==> src/rtl/qspi_bus_arbiter.sv <==
// qspi_bus_arbiter: shares one QSPI controller between ifetch and data ports.
// Optional grant/wait counters are built when QSPI_ARB_PERF_EN is defined.
module qspi_bus_arbiter #(
   parameter int MAX_DATA_STREAK = 4
) (
   input  logic        clk,
   input  logic        rst_n,
   input  logic        if_req,
   input  logic [24:0] if_addr,
   output logic        if_done,
   output logic [31:0] if_rdata,
   input  logic        d_req,
   input  logic        d_we,
   input  logic [1:0]  d_len,
   input  logic [24:0] d_addr,
   input  logic [31:0] d_wdata,
   output logic        d_done,
   output logic        d_err,
   output logic [31:0] d_rdata,
   output logic        q_start,
   output logic [1:0]  q_sel,
   output logic [23:0] q_addr,
   output logic        q_we,
   output logic [1:0]  q_len,
   output logic [31:0] q_wdata,
   input  logic        q_done,
   input  logic [31:0] q_rdata
`ifdef QSPI_ARB_PERF_EN
   ,
   output logic [15:0] perf_if_grants,
   output logic [15:0] perf_d_grants,
   output logic [15:0] perf_if_wait
`endif
);

   localparam logic [3:0] MAX_STREAK = 4'(MAX_DATA_STREAK);

   typedef enum logic [1:0] {
      IDLE,
      ISSUE,
      WAIT,
      ERR
   } state_t;

   state_t      state, state_n;
   logic        owner_d, owner_d_n;
   logic        live, live_n;
   logic [3:0]  streak, streak_n;
   logic        grant_if, grant_d;
   logic        owner_req;

   logic        if_done_n, d_done_n, d_err_n;
   logic [31:0] if_rdata_n, d_rdata_n;
   logic [1:0]  q_sel_n;
   logic [23:0] q_addr_n;
   logic        q_we_n;
   logic [1:0]  q_len_n;
   logic [31:0] q_wdata_n;

   function automatic logic [1:0] dec_sel(input logic [24:0] a);
      logic [1:0] s;
      unique case (1'b1)
         !a[24]:          s = 2'd0;
         a[24] && !a[23]: s = 2'd1;
         default:         s = 2'd2;
      endcase
      return s;
   endfunction

   function automatic logic [23:0] dec_addr(input logic [24:0] a);
      return a[24] ? {1'b0, a[22:0]} : a[23:0];
   endfunction

   assign q_start   = (state == ISSUE);
   assign owner_req = owner_d ? d_req : if_req;

   always_comb begin
      state_n    = state;
      owner_d_n  = owner_d;
      live_n     = live;
      streak_n   = streak;
      grant_if   = 1'b0;
      grant_d    = 1'b0;
      if_done_n  = 1'b0;
      d_done_n   = 1'b0;
      d_err_n    = 1'b0;
      if_rdata_n = if_rdata;
      d_rdata_n  = d_rdata;
      q_sel_n    = q_sel;
      q_addr_n   = q_addr;
      q_we_n     = q_we;
      q_len_n    = q_len;
      q_wdata_n  = q_wdata;

      unique case (state)
         IDLE: begin
            if (!if_req) streak_n = '0;
            // Skip arbitration while a done pulse is out: the requester
            // still holds req this cycle for the transaction just finished.
            if (!(if_done || d_done)) begin
               if (if_req && (!d_req || streak == MAX_STREAK))
                  grant_if = 1'b1;
               else if (d_req)
                  grant_d = 1'b1;
            end
            if (grant_if) begin
               streak_n  = '0;
               owner_d_n = 1'b0;
               live_n    = 1'b1;
               q_sel_n   = dec_sel(if_addr);
               q_addr_n  = dec_addr(if_addr);
               q_we_n    = 1'b0;
               q_len_n   = 2'd3;
               q_wdata_n = '0;
               state_n   = ISSUE;
            end else if (grant_d) begin
               if (if_req && streak < MAX_STREAK)
                  streak_n = streak + 4'd1;
               if (d_we && dec_sel(d_addr) == 2'd0) begin
                  d_done_n  = 1'b1;
                  d_err_n   = 1'b1;
                  d_rdata_n = '0;
                  state_n   = ERR;
               end else begin
                  owner_d_n = 1'b1;
                  live_n    = 1'b1;
                  q_sel_n   = dec_sel(d_addr);
                  q_addr_n  = dec_addr(d_addr);
                  q_we_n    = d_we;
                  q_len_n   = d_len;
                  q_wdata_n = d_wdata;
                  state_n   = ISSUE;
               end
            end
         end
         ISSUE: begin
            if (!owner_req) live_n = 1'b0;
            state_n = WAIT;
         end
         WAIT: begin
            if (!owner_req) live_n = 1'b0;
            if (q_done) begin
               state_n = IDLE;
               if (live && owner_req) begin
                  if (owner_d) begin
                     d_done_n  = 1'b1;
                     d_rdata_n = q_rdata;
                  end else begin
                     if_done_n  = 1'b1;
                     if_rdata_n = q_rdata;
                  end
               end
            end
         end
         ERR: begin
            state_n = IDLE;
         end
      endcase
   end

   always_ff @(posedge clk) begin
      if (!rst_n) begin
         state    <= IDLE;
         owner_d  <= 1'b0;
         live     <= 1'b0;
         streak   <= '0;
         if_done  <= 1'b0;
         d_done   <= 1'b0;
         d_err    <= 1'b0;
         if_rdata <= '0;
         d_rdata  <= '0;
         q_sel    <= '0;
         q_addr   <= '0;
         q_we     <= 1'b0;
         q_len    <= '0;
         q_wdata  <= '0;
      end else begin
         state    <= state_n;
         owner_d  <= owner_d_n;
         live     <= live_n;
         streak   <= streak_n;
         if_done  <= if_done_n;
         d_done   <= d_done_n;
         d_err    <= d_err_n;
         if_rdata <= if_rdata_n;
         d_rdata  <= d_rdata_n;
         q_sel    <= q_sel_n;
         q_addr   <= q_addr_n;
         q_we     <= q_we_n;
         q_len    <= q_len_n;
         q_wdata  <= q_wdata_n;
      end
   end

`ifdef QSPI_ARB_PERF_EN
   logic serving_if;
   assign serving_if = (state == ISSUE || state == WAIT) && !owner_d;

   always_ff @(posedge clk) begin
      if (!rst_n) begin
         perf_if_grants <= '0;
         perf_d_grants  <= '0;
         perf_if_wait   <= '0;
      end else begin
         if (grant_if && perf_if_grants != 16'hFFFF)
            perf_if_grants <= perf_if_grants + 16'd1;
         if (grant_d && perf_d_grants != 16'hFFFF)
            perf_d_grants <= perf_d_grants + 16'd1;
         if (if_req && !serving_if && perf_if_wait != 16'hFFFF)
            perf_if_wait <= perf_if_wait + 16'd1;
      end
   end
`endif

endmodule

==> config.mk <==
export PLATFORM = sky130hd
export DESIGN_NAME = qspi_bus_arbiter
export DESIGN_NICKNAME = d
export VERILOG_FILES = /design/src/rtl/qspi_bus_arbiter.sv
export SDC_FILE = /design/constraint.sdc
export NUM_CORES = 1
export LEC_CHECK = 0
export CELL_PAD_IN_SITES_DETAIL_PLACEMENT = 2
export CELL_PAD_IN_SITES_GLOBAL_PLACEMENT = 2
export CORE_UTILIZATION = 21
export DETAILED_ROUTE_END_ITERATION = 8
export GPL_TIMING_DRIVEN = 0
export PLACE_DENSITY_LB_ADDON = 0.1
export SLEW_MARGIN = 20
export SYNTH_ARGS = -nofsm -noshare
export SYNTH_HDL_FRONTEND = slang
export SYNTH_SLANG_ARGS = --single-unit
export TNS_END_PERCENT = 20
==> constraint.sdc <==
create_clock -name clk -period 1.5 [get_ports clk]
set_input_delay 0.3 -clock clk [delete_from_list [all_inputs] [get_ports clk]]
set_output_delay 0.3 -clock clk [all_outputs]
set_load 0.005 [all_outputs]
==> implementation parameters, run 1 <==
Parameter                              Value

Outcome
  Outcome ... finished, violations left
  Violations in the final reports ... setup timing

Worst setup path
  CP max stage delay ... 330 ps
  Worst setup EP type ... register
  Cell-by-cell trace of the critical path ... or2_0 -> buf_4 -> a211oi_4 -> buf_6 -> o21ai_4 -> buf_12 -> buf_8 -> a32o_1
  Startpoint of the worst register-to-register path ... d_done$_SDFF_PN0_
  Maximum fanout count along the critical path ... 5
  Cell count of the worst reg-to-reg path ... 8
  Launching element type of the critical path ... register
  Worst path required time ... 1810 ps
  Reg-to-reg slack, setup ... -280 ps
  Worst setup path startpoint ... d_done$_SDFF_PN0_
  Critical path type ... register to register
  Worst reg2reg endpoint ... q_wdata[29]$_SDFFE_PN0P_
  Capturing element of the worst setup path ... q_wdata[29]$_SDFFE_PN0P_
  Arrival time worst endpoint ... 2090 ps
  Critical path's slowest cell ... sky130_fd_sc_hd__dfxtp_2

Routing
  Remaining antenna violation count ... 0
  Total via count after detailed routing ... 5515
  Ratio of routed vias to standard cells ... 4.60
  Routed length per instance ... between 15 and 20 um
  DRC Markers ... 0
  DRT Pass-1 Iters ... 4
  Total detailed-routing wirelength ... 22500 um
  Starting DRC count in detailed routing ... about 140

Floorplan
  Width of the die ... around 160 um
  Die outline height ... between 150 and 200 um
  Cell row count ... 58
  Die area ... between 20000 and 30000 um2
  Count of pins on the block boundary ... 251
  Starting density of the core ... 21.5%
  Area inside the core boundary ... 25300 um2

Clock network
  TritonCTS clock tree ... built
  CTS buffer count ... 17
  Clock transition time at the flip-flop clock pins of the worst setup and hold paths ... about 60 ps
  Cell at the root of the clock tree ... sky130_fd_sc_hd__clkbuf_16
  Clk buf depth ... 2
  Number of clock sinks seen by CTS ... 136
  H-tree lvl count ... 4
  Source-to-sink clock delay at the later pin of the worst-skew pair ... ~430 ps

Placed design
  Placed standard-cell area ... approximately 8500 um2
  Buffers on Ports ... ~250
  GP Congestion ... 0.746
  Detail Placement HPWL ... between 15000 and 20000 um
  Worst Setup Slack post-DPL ... -976 ps
  Placed instance count ... 1137

Yosys
  #FFs+latches synth ... roughly 140
  Fraction of synthesis flops using an asynchronous set or reset pin ... 0%
  Sequential element share of the synthesized area ... 50.0%
  Post-synthesis average cell area ... 9.73 um2
  Net count after synthesis ... 686
  Total standard cell area after synthesis ... 5440 um2
  Post-synthesis cell count ... 559
  Netlist cell types ... 52
  Main synth FF type ... sky130_fd_sc_hd__dfxtp_1
  Number of enable flip-flop cells after synthesis ... 0
  Total number of yosys warnings ... 0

Power and ir drop
  Share of total power in combinational logic ... 25.5%
  Part of the power in the clock network ... 37.5%
  Part of the total power dissipated in sequential elements ... 37.0%
  Pwr per Cell Area ... approximately 1100 nW/um2
  Power dissipated by switching net loads ... ~0.0033 W
  IR Drop Worst-Case VDD ... 0.667 mV
  Leakage ... 4.14 nW
  Total Power ... 0.0111 W
  Switching portion of total power ... 30.2%
  Internal Power ... 0.00774 W

GRT
  Number of antenna violations at the first check in global routing ... 0
  Total global routing track utilization ... between 15 and 20%
  Vias in the first global route ... between 6000 and 7000
  Largest net degree at the start of global routing ... 17
  Wire length of the first global-routing pass ... 34000 um
  GRT overflow ... 0

Timing
  Post-route setup slack ... -285 ps
  Clock skew ... 12.9 ps
  Slew of the pin with the lowest slew margin ... 514 ps
  Number of endpoints with negative hold slack in the final report ... 0
  Setup repair after global routing missed its margin ... yes
  Setup-violating endpoint count in the final report ... 100
  Min Tclk post-route ... 1780 ps
  Tightest slew margin relative to the limit ... 65.8%
  Maximum achievable frequency ... approximately 560 MHz
  Max-slew violation total from the final report ... 0
  Fin crit share ... 119%

Finish
  Layout Nets ... 984
  Final instance area ... 9730 um2
  Number of fillers in the final layout ... 2726
  Number of antenna repair diodes ... 0
  Footprint of the multi-input gates ... about 2800 um2
  Area used by sequential logic in the layout ... around 2800 um2
  Final non-filler cell total ... 1200
  Fraction of layout cells with a size suffix above 1 ... 25.3%
  Syn-to-layout area delta ... 78.9%

Run
  Number of maximum-capacitance violations ... 0

Worst hold path
  Path type of the worst min-delay path ... input pin to register
  Startpoint of the lowest-slack hold path ... if_req
sequential cells by signal, indices dropped and copies added, names as in the netlist, 2 cells and up:
register,count
d_rdata,32
if_rdata,32
q_wdata,32
q_addr,24
streak,4
q_len,2
q_sel,2
state,2
timing repair:
action,4_1_cts,5_1_grt
cloned,5,1
setup endpoints to repair,263,127
pin swaps,91,19
hold buffers,0,0
setup buffers,25,5
resized for setup,261,39
final cells by class:
cell class	count	area share [%]
timing repair buffer	282	27.7
buffer	45	4.45
inverter	10	0.437
multi-input combinational	365	28.9
clock inverter	14	1.43
tap	330	4.24
sequential	136	28.4
clock buffer	18	4.51
per-layer routing:
| layer | share of wire [%] | GRT usage, % | vias to the layer above |
|---|---|---|---|
| met5 | 0 | 0 | - |
| met4 | 1.6 | 5.82 | 0 |
| met3 | 5.3 | 4.84 | 25 |
| met2 | 52 | 30.2 | 140 |
| met1 | 41 | 18.9 | 2716 |
| li1 | - | - | 2634 |
cells in the mapped netlist, types with 2 or more instances:
cell type / n / area (um2)
sky130_fd_sc_hd__a22o_1: 32 / 280
sky130_fd_sc_hd__nor2_1: 58 / 218
sky130_fd_sc_hd__inv_2: 2 / 7.51
sky130_fd_sc_hd__a32oi_1: 3 / 26.3
sky130_fd_sc_hd__o221a_2: 2 / 22.5
sky130_fd_sc_hd__nand3_1: 2 / 10.0
sky130_fd_sc_hd__buf_12: 2 / 40.0
sky130_fd_sc_hd__a31oi_1: 2 / 12.5
sky130_fd_sc_hd__ha_1: 5 / 62.6
sky130_fd_sc_hd__inv_1: 8 / 30.0
sky130_fd_sc_hd__buf_4: 5 / 37.5
sky130_fd_sc_hd__or3_1: 4 / 25.0
sky130_fd_sc_hd__a21oi_1: 42 / 210
sky130_fd_sc_hd__o31ai_1: 25 / 188
sky130_fd_sc_hd__a32o_1: 34 / 340
sky130_fd_sc_hd__dfxtp_1: 136 / 2720
sky130_fd_sc_hd__nand2_1: 74 / 278
sky130_fd_sc_hd__a31o_2: 2 / 17.5
sky130_fd_sc_hd__nor3_1: 2 / 10.0
sky130_fd_sc_hd__o21ai_0: 6 / 30.0
sky130_fd_sc_hd__a21o_2: 2 / 17.5
sky130_fd_sc_hd__buf_6: 3 / 33.8
sky130_fd_sc_hd__clkbuf_1: 22 / 82.6
sky130_fd_sc_hd__buf_2: 15 / 75.1
sky130_fd_sc_hd__nor2b_1: 3 / 18.8
sky130_fd_sc_hd__a21oi_2: 20 / 175
sky130_fd_sc_hd__mux2i_1: 23 / 230
critical path, delay by kind of cell, from the launching register on:
kind | cells | cell delay (ps)
flops | 1 | 330
compound gates | 3 | 530
simple gates | 1 | 220
buf+inv | 4 | 580
worst min-delay path by stage:
stage | to | slack, ps | cells after the start
2_1_floorplan | q_wdata[2]$_SDFFE_PN0P_ | 420 | 1
3_3_place_gp | if_rdata[3]$_SDFFE_PN0P_ | 440 | 2
3_5_place_dp | if_rdata[4]$_SDFFE_PN0P_ | 450 | 2
4_1_cts | streak[1]$_SDFFE_PN0P_ | 270 | 4
5_1_grt | streak[1]$_SDFFE_PN0P_ | 290 | 4
6_report | streak[1]$_SDFFE_PN0P_ | 290 | 4
cells by family (layout without fill, tap and decap cells):
family,Yosys count,count (layout),share of synthesized area [%]
AND/OR/NAND/NOR,157,157,12.7
buffers and inverters,58,369,5.70
multiplexers,23,23,4.23
flip-flops,136,136,50.0
AO/OA/AOI/OAI,180,180,26.2
adder cells (fa/ha/maj),5,5,1.15
cells in the final DEF (no fill, tap or decap), types with 3 or more instances in the layout:
cell type	count
sky130_fd_sc_hd__mux2i_1	3
sky130_fd_sc_hd__mux2i_2	8
sky130_fd_sc_hd__buf_8	6
sky130_fd_sc_hd__buf_6	23
sky130_fd_sc_hd__clkdlybuf4s50_1	119
sky130_fd_sc_hd__clkbuf_1	5
sky130_fd_sc_hd__buf_4	24
sky130_fd_sc_hd__inv_1	4
sky130_fd_sc_hd__dlygate4sd2_1	127
sky130_fd_sc_hd__dfxtp_1	108
sky130_fd_sc_hd__nor2_1	56
sky130_fd_sc_hd__a21oi_2	23
sky130_fd_sc_hd__clkinvlp_4	3
sky130_fd_sc_hd__a32o_1	34
sky130_fd_sc_hd__clkbuf_2	5
sky130_fd_sc_hd__buf_12	5
sky130_fd_sc_hd__inv_6	5
sky130_fd_sc_hd__inv_2	4
sky130_fd_sc_hd__nand2_1	73
sky130_fd_sc_hd__o31ai_1	25
sky130_fd_sc_hd__a21oi_1	38
sky130_fd_sc_hd__clkinv_4	3
sky130_fd_sc_hd__a22o_1	32
sky130_fd_sc_hd__mux2i_4	12
sky130_fd_sc_hd__clkbuf_16	18
sky130_fd_sc_hd__dfxtp_2	26
sky130_fd_sc_hd__ha_4	3
sky130_fd_sc_hd__clkbuf_4	6
sky130_fd_sc_hd__clkbuf_8	4
power groups by stage:
stage / Clock, W / Combinational, W / Sequential (W)
2_1_floorplan: 0 / 0.00117 / 0.00415
3_3_place_gp: 0 / 0.00234 / 0.00414
3_5_place_dp: 0 / 0.00242 / 0.00417
4_1_cts: 0.00432 / 0.00283 / 0.00410
5_1_grt: 0.00449 / 0.00305 / 0.00413
6_report: 0.00416 / 0.00283 / 0.00410
stage by stage:
step           hold slack, ps  TNS [ps]  util, %
6_report                  295    -17920     38.4
5_1_grt                   286    -26220     38.4
4_1_cts                   272    -19460     37.7
3_5_place_dp              451    -98610     33.4
3_3_place_gp              442    -92600     33.4
2_1_floorplan             422     -4050        -
Note: power is estimated with default switching activity, not from simulation.
==> inputs of run 2 (changes only) <==
--- a/config.mk
+++ b/config.mk
@@ -7,2 +7,3 @@
 export LEC_CHECK = 0
+export ABC_CLOCK_PERIOD_IN_PS = 1500
 export CELL_PAD_IN_SITES_DETAIL_PLACEMENT = 2
@@ -12,2 +13,3 @@
 export GPL_TIMING_DRIVEN = 0
+export HOLD_SLACK_MARGIN = 0.05
 export PLACE_DENSITY_LB_ADDON = 0.1
==> constraint.sdc (replaced) <==
create_clock -name clk -period 1.5 [get_ports clk]
set_input_delay 0.15 -clock clk [delete_from_list [all_inputs] [get_ports clk]]
set_output_delay 0.15 -clock clk [all_outputs]
set_load 0.005 [all_outputs]
==> implementation parameters, run 2 (synthesis gave the netlist of run 1 again) <==
Parameter                              Value

Worst setup path
  CP max stage delay ... 330 ps
  Launching element type of the critical path ... register
  Maximum fanout count along the critical path ... 5
  Worst setup path startpoint ... streak[0]$_SDFFE_PN0P_
  CP top delay family ... buffers and inverters
  Worst setup EP type ... register
  WP buf/inv ... 5
  Startpoint of the worst register-to-register path ... streak[0]$_SDFFE_PN0P_
  Cell-by-cell trace of the critical path ... inv_2 -> ha_4 -> nand4b_1 -> buf_4 -> nor2_4 -> o21a_1 -> buf_6 -> buf_12 -> buf_16 -> a21oi_2
  Critical path's slowest cell ... sky130_fd_sc_hd__dfxtp_2
  Worst path required time ... 1800 ps
  Critical path type ... register to register
  Arrival time worst endpoint ... between 2000 and 2500 ps

Floorplan
  Width of the die ... between 150 and 200 um
  Starting density of the core ... a little over a fifth
  Count of pins on the block boundary ... 251
  Area inside the core boundary ... 25300 um2
  Die outline height ... roughly 160 um
  Cell row count ... 58
  Die area ... about 27000 um2

Timing
  Max-slew violation total from the final report ... 0
  Fin crit share ... 117%
  Number of endpoints with negative hold slack in the final report ... 0
  Maximum achievable frequency ... 570 MHz
  Clock skew ... roughly 13 ps
  Setup-violating endpoint count in the final report ... 100
  Tightest slew margin relative to the limit ... about 64%
  Min Tclk post-route ... between 1500 and 2000 ps
  Setup TNS after final layout ... -19050 ps
  Slew of the pin with the lowest slew margin ... between 500 and 600 ps
  Post-route setup slack ... -256 ps
  Setup repair after global routing missed its margin ... yes
  Post-route worst hold slack ... 198 ps

Power and ir drop
  Leakage ... between 4 and 5 nW
  IR Drop Worst-Case VDD ... 0.456 mV
  Pwr per Cell Area ... 1140 nW/um2

Finish
  Commonest cells after routing, fill and taps aside ... sky130_fd_sc_hd__clkdlybuf4s50_1, sky130_fd_sc_hd__dfxtp_1, sky130_fd_sc_hd__nand2_1, sky130_fd_sc_hd__nor2_1, sky130_fd_sc_hd__a21oi_1
  Syn-to-layout area delta ... 86.7%
  Footprint of the multi-input gates ... between 2000 and 3000 um2
  Number of fillers in the final layout ... 2632
  Leading cell type in the layout, fill and taps excluded ... sky130_fd_sc_hd__clkdlybuf4s50_1
  Area used by sequential logic in the layout ... approximately 2700 um2
  Largest registers ... d_rdata (32), if_rdata (32), q_wdata (32)
  Fraction of layout cells with a size suffix above 1 ... 23.7%
  Number of antenna repair diodes ... 0
  Layout Nets ... 997

Worst hold path
  Startpoint of the lowest-slack hold path ... if_req
  Path type of the worst min-delay path ... input pin to register

Clock network
  H-tree lvl count ... 4
  CTS buffer count ... 17
  Total of hold buffers inserted after clock tree synthesis ... 0
  Number of clock sinks seen by CTS ... 136
  Clk buf depth ... 2
  Clock transition time at the flip-flop clock pins of the worst setup and hold paths ... 60 ps
  TritonCTS clock tree ... built
  Cell at the root of the clock tree ... sky130_fd_sc_hd__clkbuf_16
  Source-to-sink clock delay at the later pin of the worst-skew pair ... between 400 and 500 ps

Routing
  Total via count after detailed routing ... 5631
  Ratio of routed vias to standard cells ... about 4.6
  Starting DRC count in detailed routing ... 127
  DRT Pass-1 Iters ... 4
  Remaining antenna violation count ... 0
  DRC Markers ... 0
  Routed length per instance ... 18.9 um
  Total detailed-routing wirelength ... 22900 um

GRT
  Global routing usage on met1 ... around a fifth
  Largest net degree at the start of global routing ... 17
  Total global routing track utilization ... 17.7%
  GRT overflow ... 0
  Wire length of the first global-routing pass ... approximately 36000 um
  GRT met2 Usage ... about a third
  Met3 Track Usage GR ... 4.89%
  Most used routing layer in global routing ... met2
  Vias in the first global route ... 6498
  Number of antenna violations at the first check in global routing ... 0

Placed design
  Worst Setup Slack post-DPL ... -882 ps
  Detail Placement HPWL ... 16100 um
  Buffers on Ports ... 248
  GP Congestion ... just over 0.7

Run
  Number of maximum-capacitance violations ... 0

Outcome
  Violations in the final reports ... setup timing
  Outcome ... finished, violations left
-- run 2: through the flow --
stage,utilization (%),instances,cell area [um2],total power (W)
after floorplan,-,559,5570,0.00533
after global placement,33.4,1137,8470,0.00652
after detailed placement,33.4,1137,8470,0.00663
after CTS,39.4,1210,9990,0.0117
after global routing,40.1,1213,10200,0.0122
final,40.1,1213,10200,0.0116
-- run 2: worst min-delay path, stage by stage --
cell and delay (ps):
sky130_fd_sc_hd__buf_6 120, sky130_fd_sc_hd__nor4b_2 180, sky130_fd_sc_hd__nand2_1 80, sky130_fd_sc_hd__a21oi_1 50
-- run 2: layout make-up --
cell class,instances,share of cell area [%]
inverter,10,0.444
timing repair buffer,293,30.6
sequential,136,27.0
multi-input combinational,365,26.9
tap,330,4.07
clock inverter,13,1.55
clock buffer,19,4.36
buffer,47,5.04
-- run 2: repair_timing --
| item | in CTS | in global routing |
|---|---|---|
| gates resized for setup | 118 | 54 |
| setup endpoints to repair | 140 | 158 |
| buffers inserted | 31 | 4 |
| cloned | 10 | 0 |
| pin swaps | 31 | 52 |
-- run 2: routing by layer --
layer / vias up / part of all wire (%)
met3: 19 / 5.7
met2: 149 / 53
met4: 0 / 1.3
met5: - / 0
met1: 2805 / 40
li1: 2658 / -
-- run 2: path summary, 6_finish.rpt --
path                                                   to  slack (ps)  cells past startpoint
worst min register to register  if_rdata[31]$_SDFFE_PN0P_         460                      2
worst min-delay path               streak[1]$_SDFFE_PN0P_         200                      4
worst max register to register    q_addr[21]$_SDFFE_PN0P_        -260                     10
worst max-delay path              q_addr[21]$_SDFFE_PN0P_        -260                     10
-- run 2: report_power, final --
part | internal, W | leakage [nW] | switching, W
registers | 0.00389 | 1.11 | 0.000209
logic | 0.00179 | 2.61 | 0.00139
clock network | 0.00254 | 0.285 | 0.00178
total | 0.00823 | 4.01 | 0.00337
==> inputs of run 3 (changes only) <==
Settings changed: ABC_CLOCK_PERIOD_IN_PS 1500 to unset.
==> results of run 3 <==
Final layout, timing and power as in run 2 (identical DEF).
